--- config.mk ---
export PLATFORM = sky130hd
export DESIGN_NAME = gate_reduce_pipe
export DESIGN_NICKNAME = d
export VERILOG_FILES = /design/src/rtl/gate_reduce_pipe.sv
export SDC_FILE = /design/constraint.sdc
export NUM_CORES = 1
export LEC_CHECK = 0
export BUFFER_PORTS_ARGS = -buffer_cell sky130_fd_sc_hd__clkbuf_2
export CORE_UTILIZATION = 41
export CTS_CLUSTER_SIZE = 10
export DETAILED_ROUTE_END_ITERATION = 10
export PLACE_DENSITY_LB_ADDON = 0.1
export SLEW_MARGIN = 0
export SYNTH_ARGS = -nofsm -noshare
export SYNTH_HDL_FRONTEND = slang
export SYNTH_SLANG_ARGS = --single-unit
export TNS_END_PERCENT = 50
--- constraint.sdc ---
create_clock -name clk -period 5.3 [get_ports clk]
set_input_delay 0.795 -clock clk [delete_from_list [all_inputs] [get_ports clk]]
set_output_delay 0.795 -clock clk [all_outputs]
set_load 0.1 [all_outputs]
--- src/rtl/gate_reduce_pipe.sv ---
// gate_reduce_pipe: NUM_IN-way bitwise reduction (AND/OR/XOR/NAND) behind a 2-stage valid/ready pipeline.
// Optional feature macro GATE_REDUCE_STATS_EN adds a saturating 16-bit count of completed output transfers.
module gate_reduce_pipe #(
  parameter int unsigned WIDTH  = 8,
  parameter int unsigned NUM_IN = 4
) (
  input  logic                    clk,
  input  logic                    reset,
  input  logic                    in_valid,
  output logic                    in_ready,
  input  logic [1:0]              in_op,
  input  logic [NUM_IN*WIDTH-1:0] in_data,
  output logic                    out_valid,
  input  logic                    out_ready,
  output logic [WIDTH-1:0]        out_data,
  output logic                    out_ones,
  output logic                    out_zero
`ifdef GATE_REDUCE_STATS_EN
  ,
  output logic [15:0]             out_count
`endif
);

  localparam int unsigned DATA_W = NUM_IN * WIDTH;

  localparam logic [1:0] OP_AND  = 2'b00;
  localparam logic [1:0] OP_OR   = 2'b01;
  localparam logic [1:0] OP_XOR  = 2'b10;
  localparam logic [1:0] OP_NAND = 2'b11;

  logic              s1_valid;
  logic [1:0]        s1_op;
  logic [DATA_W-1:0] s1_data;
  logic              s2_valid;
  logic              s2_load;
  logic              in_fire;

  logic [WIDTH-1:0]  and_acc;
  logic [WIDTH-1:0]  or_acc;
  logic [WIDTH-1:0]  xor_acc;
  logic [WIDTH-1:0]  reduce_c;

  // Handshake: S2 refills when empty or draining; S1 accepts when empty or moving on.
  always_comb begin
    s2_load  = s1_valid && (!s2_valid || out_ready);
    in_ready = !s1_valid || s2_load;
    in_fire  = in_valid && in_ready;
  end

  // NAND inverts the full AND reduction rather than chaining 2-input NANDs.
  always_comb begin
    and_acc = s1_data[WIDTH-1:0];
    or_acc  = s1_data[WIDTH-1:0];
    xor_acc = s1_data[WIDTH-1:0];
    for (int unsigned k = 1; k < NUM_IN; k++) begin
      and_acc = and_acc & s1_data[k*WIDTH +: WIDTH];
      or_acc  = or_acc  | s1_data[k*WIDTH +: WIDTH];
      xor_acc = xor_acc ^ s1_data[k*WIDTH +: WIDTH];
    end
    case (s1_op)
      OP_AND:  reduce_c = and_acc;
      OP_OR:   reduce_c = or_acc;
      OP_XOR:  reduce_c = xor_acc;
      OP_NAND: reduce_c = ~and_acc;
      default: reduce_c = and_acc;
    endcase
  end

  // Stage 1: operand capture.
  always_ff @(posedge clk) begin
    if (reset) begin
      s1_valid <= 1'b0;
      s1_op    <= 2'b00;
      s1_data  <= '0;
    end else if (in_fire) begin
      s1_valid <= 1'b1;
      s1_op    <= in_op;
      s1_data  <= in_data;
    end else if (s2_load) begin
      s1_valid <= 1'b0;
    end
  end

  // Stage 2: result and flags, driven straight to the outputs.
  always_ff @(posedge clk) begin
    if (reset) begin
      s2_valid <= 1'b0;
      out_data <= '0;
      out_ones <= 1'b0;
      out_zero <= 1'b1;
    end else if (s2_load) begin
      s2_valid <= 1'b1;
      out_data <= reduce_c;
      out_ones <= &reduce_c;
      out_zero <= ~|reduce_c;
    end else if (out_ready) begin
      s2_valid <= 1'b0;
    end
  end

  assign out_valid = s2_valid;

`ifdef GATE_REDUCE_STATS_EN
  localparam logic [15:0] COUNT_MAX = 16'hFFFF;

  always_ff @(posedge clk) begin
    if (reset) begin
      out_count <= 16'd0;
    end else if (s2_valid && out_ready && (out_count != COUNT_MAX)) begin
      out_count <= out_count + 16'd1;
    end
  end
`endif

endmodule
# Yosys cells after proc, flatten, opt, wreduce, memory -nomap -nowiden
# Index checks and enable logic that the tools add are counted.
# Widths: inputs -> output; s select.
# totals
ram_bits,0
output_inout_bits,12
register_bits,46
wordCells,37
memories,0
mem_bits_ro,0
latch_bits,0
inputBits,38
# op_classes
n_mul,0
magnitude_cmp,0
n_mux,5
n_shift,0
bitwise,10
n_reduce_logical,12
n_eq_ne,3
div_mod_pow,0
n_addsub,0
# ops
cell,n
$pmux 8 s4,1
$and 8x8->8,3
$or 8x8->8,3
$xor 8x8->8,3
$not 8->8,1
$reduce_and 8->1,1
$reduce_or 8->1,1
$eq 2x2->1 const B,2
$mux 1,4
$reduce_bool 2->1,2
$logic_not 1->1,3
$eq 2x1->1 const B,1
$logic_and 1x1->1,2
$logic_not 2->1,1
$logic_or 1x1->1,2

# Depth between registers and ports, before layout
# Gate-level depths: netlist (run 1).
# logic_depth
word_depth,7
ltp_mapped,7

# Worst setup path after synthesis (run 1)
# OpenSTA, ideal clock, no wires.
# synth_timing
kind,flip-flop to flip-flop
start,register s2_valid (netlist: out_valid)
end,register s1_op[1]
synth_period_minus_slack_ns,2.795
setup_time_ns,0.070
path_slack_ns,2.505
path_stages_with_launch,7
required_time_ns,5.230
t_arrival_ns,2.724
cell_sequence,dfxtp_1 nor2b_1 nand2_1 nand2_1 clkbuf_1 nand2_1 a21oi_1
# synth_between
elab_chain_len,5
# synth_rtl
item,line,text
start: declaration,34,logic s2_valid;
start signal: assignment,87,s2_valid <= 1'b0;
start signal: assignment,92,s2_valid <= 1'b1;
start signal: assignment,97,s2_valid <= 1'b0;
$logic_not 1->1,45,s2_load = s1_valid && (!s2_valid || out_ready);
$logic_or 1x1->1,45,
$logic_and 1x1->1,45,
$logic_or 1x1->1,46,in_ready = !s1_valid || s2_load;
named net in_ready,10,"output logic in_ready,"
$logic_and 1x1->1,47,in_fire = in_valid && in_ready;
end signal: assignment,77,s1_op <= in_op;
end: declaration,32,logic [1:0] s1_op;
# The timed path passes the listed nets, and every way through them passes these cells.
# A chain may end at the register's enable or synchronous reset.

# Worst setup path in the final report (run 1)
# layout_timing
start,input out_ready
end,output in_ready
# layout_between
elab_chain_len,3
# layout_rtl
item,line,text
start: declaration,14,"input logic out_ready,"
$logic_or 1x1->1,45,
$logic_and 1x1->1,45,
$logic_or 1x1->1,46,
end: declaration,10,
# Every way passes these cells.

==> out/summary.md, run 1 <==
- **Max Fanout on Critical Path** 3
- **Hold WS** 0.454 ns
- **vias in the first global route** 1922
- **area of the mapped netlist** 2490 um2
- **I/O pin total** 50
- **Sum Neg Setup Slack** 0 ns
- **total track usage** 0.178
- **RSZ-0062 raised after global routing** no
- **Clock H-tree levels** 2
- **worst hold-check path type** reg -> reg
- **flop-to-flop setup slack** 3.02 ns
- **wire length per cell after detailed routing** 11.8 um
- **share of Yosys cell area claimed by the top area cell type** 0.370
- **count of flip-flops with a built-in enable after synthesis** 0
- **Pleak** 0.00124 uW
- **crit start category** input port
- **total gr overflow** 0
- **final non-filler cell total** 431
- **clock network latency to the later pin of the worst-skew pair** 0.30 ns
- **Pins Over Slew Limit** 0
- **Worst path most repeated cell** clkbuf_2
- **Syn Nets** 370
- **global placement routability congestion** 0.775
- **Port Buffers** 49
- **Crit. End Element** output pin
- **post-synth top area cell** dfxtp_1
- **first-pass GRT wire length** 8.91 mm
- **Worst Hold Launch** out_data[5]
- **number of vias after detailed routing** 2183
- **Final HPWL DP** 3.64 mm
- **Setup CP Type** in -> out
- **maximum buffer depth of the clock tree** 2
- **Num CTS Buffers** 5
- **Buf+Inv Stages, Crit Path** 2
- **terminating pin of the worst hold path** out_data[5]
- **clock tree sinks** 46
- **global routing's busiest layer** met1
- **master of the slowest instance on the critical path** clkbuf_2
- **gate count after technology mapping** 316
- **M3 GR Usage** 0.0411
- **post-placement cell count** 424
- **number of detailed-routing iterations run before antenna repair** 4
- **Initial Util** 0.423
- **fin crit share** 0.453
- **final setup violating endpoints** 0
- **met2 usage in global routing** 0.256
- **Top Family by Delay on Critical Path** buffers and inverters
- **Distinct cells, synth** 45
- **initial antenna violation count** 0
- **result of the run** finished, final reports clean
- **share of layout cells above drive strength 1** 0.169
- **launching point of the worst reg2reg path** s1_op[0]
- **DIE HEIGHT** 79.9 um
- **Synth Area per Inst** 7.88 um2
- **reg2reg path depth** 5
- **initial detailed-routing violation count** 71
- **Worst IR Drop VDD** 0.000123 V
- **area of the core** 5890 um2
- **max frequency** 416 MHz
- **area used by multi-input combinational logic** 1420 um2
- **Seq cells post-synth** 46
- **share of synthesized area occupied by flip-flops and latches** 0.370
- **clock tree from TritonCTS** done
- **share of synthesized registers carrying an async set or reset** 0
- **Filler Cell Count** 617
- **largest clock skew in the final design** 0.00476 ns
- **diodes inserted** 0
- **row count** 28
- **Worst path max stage delay** 0.39 ns
- **layout overhead on the synthesized area** 15.5%
- **top post-synthesis cells by area** dfxtp_1 37%, nand2_1 11%, a21oi_1 9.7%, ha_1 8.0%, xor3_1 3.8%
- **required time reported for the critical path endpoint** 4.51 ns
- **count of max-cap constraint violations** 0
- **met1 global-route usage** 0.256
- **pin count of the biggest net entering global routing** 48
- **Post-CTS Hold Fix Bufs** 0
- **most frequently used cell type in the post-synthesis netlist** nand2_1
- **number of gates given a new drive strength after cts** 0
- **commonest register cell after synthesis** dfxtp_1
- **routed vias/inst** 5.06
- **commonest cells in the netlist** 75 x nand2_1, 48 x a21oi_1, 46 x dfxtp_1
- **Sequential Area** 921 um2
- **worst slew margin relative to its limit** 0.271
- **Ys Warns** 0
- **end of the worst register-to-register path** out_ones
- **number of design rule violations left after detail routing** 0
- **cell area power density** 283 nW/um2
- **Slew @ Worst Pin** 1.09 ns
- **number of setup buffers added after CTS** 0
- **cell chain of the critical path** clkbuf_2 -> nor2b_1 -> nand2_1 -> clkbuf_2
- **Clk Tree Root Cell** clkbuf_8
- **Routed WL** 5.08 mm
- **Critical Path AT** 1.61 ns
- **Hold Fails Final Rpt** 0
- **die span in x** 79.9 um
- **overall die area** 6390 um2
- **clock-pin transition on the worst setup and hold timing paths** 0.08 ns
- **Nets** 410
- **count of nets left with antenna violations after detail routing** 0
- **minimum clock period after layout** 2.40 ns
- **number of cells traversed by the worst hold path** 2
==> worst register-to-register path, delay by kind of cell, from the launching register on <==
| kind | cells | cell delay [ns] |
|---|---|---|
| AOI/OAI and AO/OA | 4 | 0.74 |
| and+or+nand+nor | 1 | 0.54 |
| DFF | 1 | 0.93 |
==> cells by family after synthesis <==
group / share of synthesized area
simple gates: 0.223
compound gates: 0.200
flops: 0.370
buf+inv: 0.0598
fa+ha+maj: 0.0804
xor+xnor: 0.0628
mux: 0.00402
==> where the power goes <==
group / total (uW) / switching (uW) / internal, uW / leakage [uW]
registers: 387 / 22.5 / 365 / 0.000379
clock network: 266 / 115 / 151 / 0.0000573
logic: 160 / 96.9 / 62.7 / 0.000809
total: 813 / 234 / 578 / 0.00124
==> per-stage QoR <==
step	utilization	worst slack [ns]	cell area (um2)	power, uW
2_1_floorplan	-	2.51	2490	518
3_3_place_gp	0.469	2.89	2760	554
3_5_place_dp	0.469	2.82	2760	556
4_1_cts	0.488	2.89	2870	825
5_1_grt	0.488	2.81	2870	862
6_report	0.488	2.90	2870	813
==> worst max-delay path by stage <==
stage          startpoint          end  depth (start not counted)
2_1_floorplan   out_valid     s1_op[1]                          6
3_3_place_gp    out_ready  s1_data[30]                          6
3_5_place_dp    out_ready  s1_data[24]                          6
4_1_cts         out_ready     in_ready                          4
5_1_grt         out_ready     in_ready                          4
6_report        out_ready     in_ready                          4
==> sequential cells by signal (all words and copies together), names as in the netlist <==
name / flops
s1_data: 32
out_data: 8
s1_op: 2
out_ones: 1
out_valid: 1
out_zero: 1
s1_valid: 1
==> area by class of cell <==
type                            count  share of cell area
Multi-Input combinational cell    234               0.495
Sequential cell                    46               0.320
Tap cell                           75              0.0327
Clock buffer                        6              0.0287
Timing Repair Buffer               50              0.0879
Inverter                           19              0.0248
Clock inverter                      1              0.0104
==> cells in the final DEF, fill, tap and decap left out, drive strengths merged, types with 2 or more instances in the layout <==
cell     n
a21o     2
a22oi    2
o31ai    2
ha      16
nand2   75
o311ai   2
or3b     3
o21ai    6
nand2b   9
a211oi   4
o211ai   5
inv     19
xor3     4
o22ai    2
a41o     2
xnor2    6
nor4     2
nor2    17
nand3    3
clkbuf  55
a21oi   48
nand4    4
nor3     6
dfxtp   46
==> per-layer routing <==
metal  vias to the layer above  part of all wire
li1                       1156                 -
met1                       964              0.54
met2                        56              0.39
met3                         7             0.051
met4                         0             0.012
met5                         -                 0
No activity file was read; power rests on OpenSTA's default activity.
==> inputs of run 2 (changes only) <==
==> constraint.sdc (replaced) <==
create_clock -name clk -period 2.2 [get_ports clk]
set_input_delay 0.33 -clock clk [delete_from_list [all_inputs] [get_ports clk]]
set_output_delay 0.33 -clock clk [all_outputs]
set_load 0.1 [all_outputs]
==> out/summary.md, run 2 (synthesized netlist as in run 1, its figures left out) <==
- **required time reported for the critical path endpoint** 2.43 ns, -2.08 ns
- **Hold WS** 0.238 ns, -0.217 ns
- **initial antenna violation count** 0, unchanged
- **Routed WL** 5.37 mm, +5.8%
- **largest clock skew in the final design** 0.00818 ns, +0.00343 ns
- **number of setup buffers added after CTS** 0, unchanged
- **fin crit share** 0.913
- **minimum clock period after layout** 2.01 ns
- **master of the slowest instance on the critical path** or4_1
- **switch share** 0.309, +0.0204
- **count of max-cap constraint violations** 0, unchanged
- **first-pass GRT wire length** 9.46 mm, +6.1%
- **Sum Neg Setup Slack** 0 ns, unchanged
- **Clk Tree Root Cell** clkbuf_8
- **result of the run** finished, final reports clean
- **number of gates given a new drive strength after cts** 0, unchanged
- **layout overhead on the synthesized area** 17.0%
- **Clock H-tree levels** 2, unchanged
- **Num CTS Buffers** 5, unchanged
- **number of cells traversed by the worst hold path** 3, +1
- **overall die area** 6390 um2, unchanged
- **final setup violating endpoints** 0, unchanged
- **flop-to-flop setup slack** 0.19 ns, -2.83 ns
- **part of the total power dissipated in combinational logic** 0.218, +0.022
- **RSZ-0062 raised after global routing** no
- **wire length per cell after detailed routing** 12.3 um, +4.6%
- **Slew @ Worst Pin** 0.608 ns, -0.483 ns
- **most frequent standard cell in the layout excluding fill and tap cells** nand2_1
- **area of the core** 5890 um2, unchanged
- **logic depth of the worst path, buffers included** 7, +3
- **worst hold-check path type** in -> reg
- **Sequential Area** 922 um2, +0.14%
- **Top Family by Delay on Critical Path** simple AND/OR/NAND/NOR gates
- **count of nets left with antenna violations after detail routing** 0, unchanged
- **I/O pin total** 50, unchanged
- **row count** 28, unchanged
- **total gr overflow** 0, unchanged
- **clock tree from TritonCTS** done
- **crit start category** register
- **total track usage** 0.189, +0.0117
- **Pleak** 0.00126 uW, +1.6%
- **Crit. End Element** register
- **end of the worst register-to-register path** out_ones
- **most used cells in the layout excluding fill and tap cells** 74 x nand2_1, 49 x clkbuf_2, 47 x a21oi_1, 45 x dfxtp_1, 19 x inv_1
- **number of detailed-routing iterations run before antenna repair** 4, unchanged
- **Seq pwr share** 0.494, +0.017
- **Internal** 1290 uW, +120%
- **vias in the first global route** 2070, +7.7%
- **post-placement cell count** 428, +0.94%
- **diodes inserted** 0, unchanged
- **Post-CTS Hold Fix Bufs** 0, unchanged
- **launching point of the worst reg2reg path** s1_data[1]
- **number of flip-flops in the largest register** 32, unchanged
- **Max Fanout on Critical Path** 3, unchanged
- **largest registers** s1_data: 32 flops, out_data: 8 flops, s1_op: 2 flops
- **Buf+Inv Stages, Crit Path** 1, -1
- **routed vias/inst** 5.00, -1.2%
- **DP Worst Slack** 0.207 ns, -2.61 ns
- **cell chain of the critical path** inv_1 -> ha_1 -> xnor2_1 -> mux2i_1 -> a2bb2oi_1 -> or4_1 -> o31ai_2
- **reg2reg path depth** 7, +2
- **final setup slack of the worst path** 0.191 ns, -2.71 ns
- **clock-pin transition on the worst setup and hold timing paths** 0.09 ns, about the same
- **Worst path max stage delay** 0.49 ns, +0.10 ns
- **capturing element of the worst setup path** out_ones
- **clock tree sinks** 46, unchanged
- **Largest Register** s1_data
- **initial detailed-routing violation count** 93, +31%
- **Setup CP Type** reg -> reg
- **die span in x** 79.9 um, unchanged
- **Initial Util** 0.423, unchanged
- **Worst IR Drop VDD** 0.000327 V, +170%
- **Port Buffers** 49, unchanged
- **cell area power density** 643 nW/um2, +130%
- **number of vias after detailed routing** 2181, -0.092%
- **final non-filler cell total** 436, +1.2%
- **pin count of the biggest net entering global routing** 47, -2.1%
- **NetSw** 577 uW, +150%
- **total power draw** 1870 uW, +130%
- **DIE HEIGHT** 79.9 um, unchanged
- **worst slew margin relative to its limit** 0.595, +0.324
- **number of design rule violations left after detail routing** 0, unchanged
- **Pins Over Slew Limit** 0, unchanged
- **clock network latency to the later pin of the worst-skew pair** 0.30 ns, about the same
- **Hold Fails Final Rpt** 0, unchanged
- **Final HPWL DP** 3.86 mm, +6.0%
- **Critical Path AT** 2.24 ns, +0.63 ns
- **maximum buffer depth of the clock tree** 2, unchanged
- **Filler Cell Count** 596, -3.4%
- **global placement routability congestion** 0.790, +2.0%
- **max frequency** 498 MHz
- **Nets** 414, +0.98%
- **part of the total power dissipated in the clock network** 0.288, -0.039
- **area used by multi-input combinational logic** 1430 um2, +0.18%
- **launch point of the worst path** s1_data[1]
- **share of layout cells above drive strength 1** 0.183, +0.0143
-- run 2: final cells by class --
| type | instances | area share |
|---|---|---|
| tap | 75 | 0.0322 |
| sequential | 46 | 0.317 |
| multi-input combinational | 234 | 0.489 |
| inverter | 19 | 0.0245 |
| clock inverter | 1 | 0.00172 |
| timing repair buffer | 54 | 0.106 |
| clock buffer | 7 | 0.0297 |
-- run 2: worst min-delay path by stage --
stage,from,end,slack [ns]
floorplan,s1_data[10],s1_data[10],0.45
global placement,out_data[5],out_data[5],0.44
CTS,in_data[21],s1_data[21],0.23
detailed placement,out_data[3],out_data[3],0.45
global route,in_data[4],s1_data[4],0.23
finish,in_data[21],s1_data[21],0.24
-- run 2: per-layer routing --
| layer | vias up | wire length, um | track usage |
|---|---|---|---|
| met3 | 7 | 197 | 0.0434 |
| met4 | 0 | 76 | 0.0643 |
| met2 | 40 | 2250 | 0.280 |
| li1 | 1171 | - | - |
| met5 | - | 0 | 0 |
| met1 | 963 | 2850 | 0.267 |
-- run 2: power by group through the flow --
stage,combinational (uW),sequential [uW],clock (uW)
after floorplan,240,1010,0
after global placement,406,943,0
after detailed placement,409,945,0
after CTS,412,926,562
after global routing,455,934,596
final,408,925,538
-- run 2: metrics by stage --
step	util	area, um2
detailed placement	0.479	2820
global route	0.495	2910
finish	0.495	2910
floorplan	-	2490
CTS	0.495	2910
global placement	0.479	2820
-- run 2: tightest hold or removal path, stage by stage --
cell and delay [ns]:
clkbuf_2 0.08, nand2_1 0.04, a21oi_1 0.05
==> inputs of run 3 (changes only) <==
--- a/config.mk
+++ b/config.mk
@@ -6,6 +6,7 @@
 export NUM_CORES = 1
 export LEC_CHECK = 0
 export BUFFER_PORTS_ARGS = -buffer_cell sky130_fd_sc_hd__clkbuf_2
+export CORE_MARGIN = 2
 export CORE_UTILIZATION = 41
 export CTS_CLUSTER_SIZE = 10
 export DETAILED_ROUTE_END_ITERATION = 10
==> out/summary.md, run 3 (synthesized netlist as in run 1, its figures left out) <==
- **Largest Register** s1_data
- **total track usage** 0.174, -0.0157
- **minimum clock period after layout** 2.00 ns, -0.00921 ns
- **Sum Neg Setup Slack** 0 ns, unchanged
- **Port Buffers** 49, unchanged
- **Pins Over Slew Limit** 0, unchanged
- **layout overhead on the synthesized area** 17.3%
- **number of flip-flops in the largest register** 32, unchanged
- **final non-filler cell total** 438, +0.46%
- **largest clock skew in the final design** 0.00511 ns, -0.00307 ns
- **Slew @ Worst Pin** 0.545 ns, -0.0628 ns
- **Critical Path AT** 2.23 ns, about the same
- **area of the core** 5890 um2, unchanged
- **clock tree from TritonCTS** done
- **Hold Fails Final Rpt** 0, unchanged
- **post-placement cell count** 430, +0.47%
- **Clock H-tree levels** 2, unchanged
- **row count** 28, unchanged
- **global placement routability congestion** 0.748, -5.3%
- **pin count of the biggest net entering global routing** 47, unchanged
- **worst hold-check path type** in -> reg
- **Crit. End Element** register
- **number of design rule violations left after detail routing** 0, unchanged
- **number of vias after detailed routing** 2206, +1.1%
- **overall die area** 6710 um2, +5.1%
- **first-pass GRT wire length** 9.17 mm, -3.1%
- **Num CTS Buffers** 5, unchanged
- **largest registers** s1_data: 32 flops, out_data: 8 flops, s1_op: 2 flops
- **total gr overflow** 0, unchanged
- **cell area power density** 670 nW/um2, +4.2%
- **routed vias/inst** 5.04, +0.68%
- **diodes inserted** 0, unchanged
- **Post-CTS Hold Fix Bufs** 0, unchanged
- **I/O pin total** 50, unchanged
- **required time reported for the critical path endpoint** 2.43 ns, about the same
- **Clk Tree Root Cell** clkbuf_8
- **most used cells in the layout excluding fill and tap cells** 74 x nand2_1, 49 x clkbuf_2, 47 x a21oi_1, 45 x dfxtp_1, 19 x inv_1
- **clock-pin transition on the worst setup and hold timing paths** 0.09 ns, about the same
- **share of layout cells above drive strength 1** 0.190, +0.00726
- **Worst IR Drop VDD** 0.000346 V, +6.0%
- **initial antenna violation count** 0, unchanged
- **RSZ-0062 raised after global routing** no
- **most frequent standard cell in the layout excluding fill and tap cells** nand2_1
- **Sequential Area** 922 um2, unchanged
- **result of the run** finished, final reports clean
- **Setup CP Type** reg -> reg
- **Nets** 416, +0.48%
- **number of gates given a new drive strength after cts** 0, unchanged
- **Initial Util** 0.423, unchanged
- **count of nets left with antenna violations after detail routing** 0, unchanged
- **Final HPWL DP** 3.85 mm, -0.11%
- **initial detailed-routing violation count** 62, -33%
- **worst slew margin relative to its limit** 0.638, +0.0434
- **count of max-cap constraint violations** 0, unchanged
- **DIE HEIGHT** 81.9 um, +2.5%
- **fin crit share** 0.909, -0.00419
- **maximum buffer depth of the clock tree** 2, unchanged
- **Routed WL** 5.24 mm, -2.6%
- **max frequency** 500 MHz, +0.46%
- **crit start category** register
- **DP Worst Slack** 0.235 ns, +0.0272 ns
- **number of detailed-routing iterations run before antenna repair** 6, +2
- **final setup violating endpoints** 0, unchanged
- **vias in the first global route** 2043, -1.3%
- **clock tree sinks** 46, unchanged
- **wire length per cell after detailed routing** 12.0 um, -3.0%
- **Pleak** 0.00128 uW, +0.94%
- **Max Fanout on Critical Path** 3, unchanged
- **area used by multi-input combinational logic** 1430 um2, unchanged
- **clock network latency to the later pin of the worst-skew pair** 0.30 ns, about the same
- **Filler Cell Count** 599, +0.50%
- **total power draw** 1960 uW, +4.5%
- **die span in x** 81.9 um, +2.5%
- **number of setup buffers added after CTS** 0, unchanged
- **final setup slack of the worst path** 0.200 ns, +0.00921 ns
## run 3: cell count changes in the layout (fill, tap and decap cells not counted)
cell	change
bufinv_16	+1
buf_12	-2
clkinv_2	+1
clkbuf_8	-1
buf_4	+4
clkbuf_1	-1
## run 3: power breakdown
group          internal [uW]  switching [uW]  leakage, uW
registers                879            43.3     0.000379
logic                    158             247     0.000840
clock network            335             294    0.0000579
total                   1370             584      0.00128
## run 3: critical path: stages, from the launching register on
cell,delay (ns)
dfxtp_1,0.36
inv_1,0.05
ha_1,0.30
xnor2_1,0.19
mux2i_1,0.21
a2bb2oi_1,0.11
or4_1,0.49
o31ai_2,0.22
## run 3: path summary, 6_finish.rpt
check | from | endpoint | slack (ns) | depth (start not counted)
worst min-delay path | in_data[7] | s1_data[7] | 0.24 | 3
worst max-delay path | s1_data[1] | out_ones | 0.20 | 7
worst max register to register | s1_data[1] | out_ones | 0.20 | 7
worst min register to register | out_data[5] | out_data[5] | 0.46 | 2
## run 3: final cells by class
cell class | instances | share of cell area
flip-flops and latches | 46 | 0.316
well taps | 75 | 0.0321
repair buffers | 56 | 0.102
clock inverters | 3 | 0.0137
multi-input cells | 234 | 0.488
inverters | 19 | 0.0244
clock buffers | 5 | 0.0236
## run 3: layer usage
layer,vias up,GRT usage,part of all wire
met5,-,0,0
met4,0,0.0500,0.012
met3,6,0.0385,0.038
met2,40,0.259,0.41
met1,990,0.249,0.54
li1,1170,-,-
## run 3: stage by stage
stage | util | instance area [um2] | hold WS [ns]
6_report | 0.496 | 2920 | 0.237
5_1_grt | 0.496 | 2920 | 0.236
4_1_cts | 0.496 | 2920 | 0.231
3_5_place_dp | 0.477 | 2810 | 0.451
3_3_place_gp | 0.477 | 2810 | 0.440
2_1_floorplan | - | 2490 | 0.453
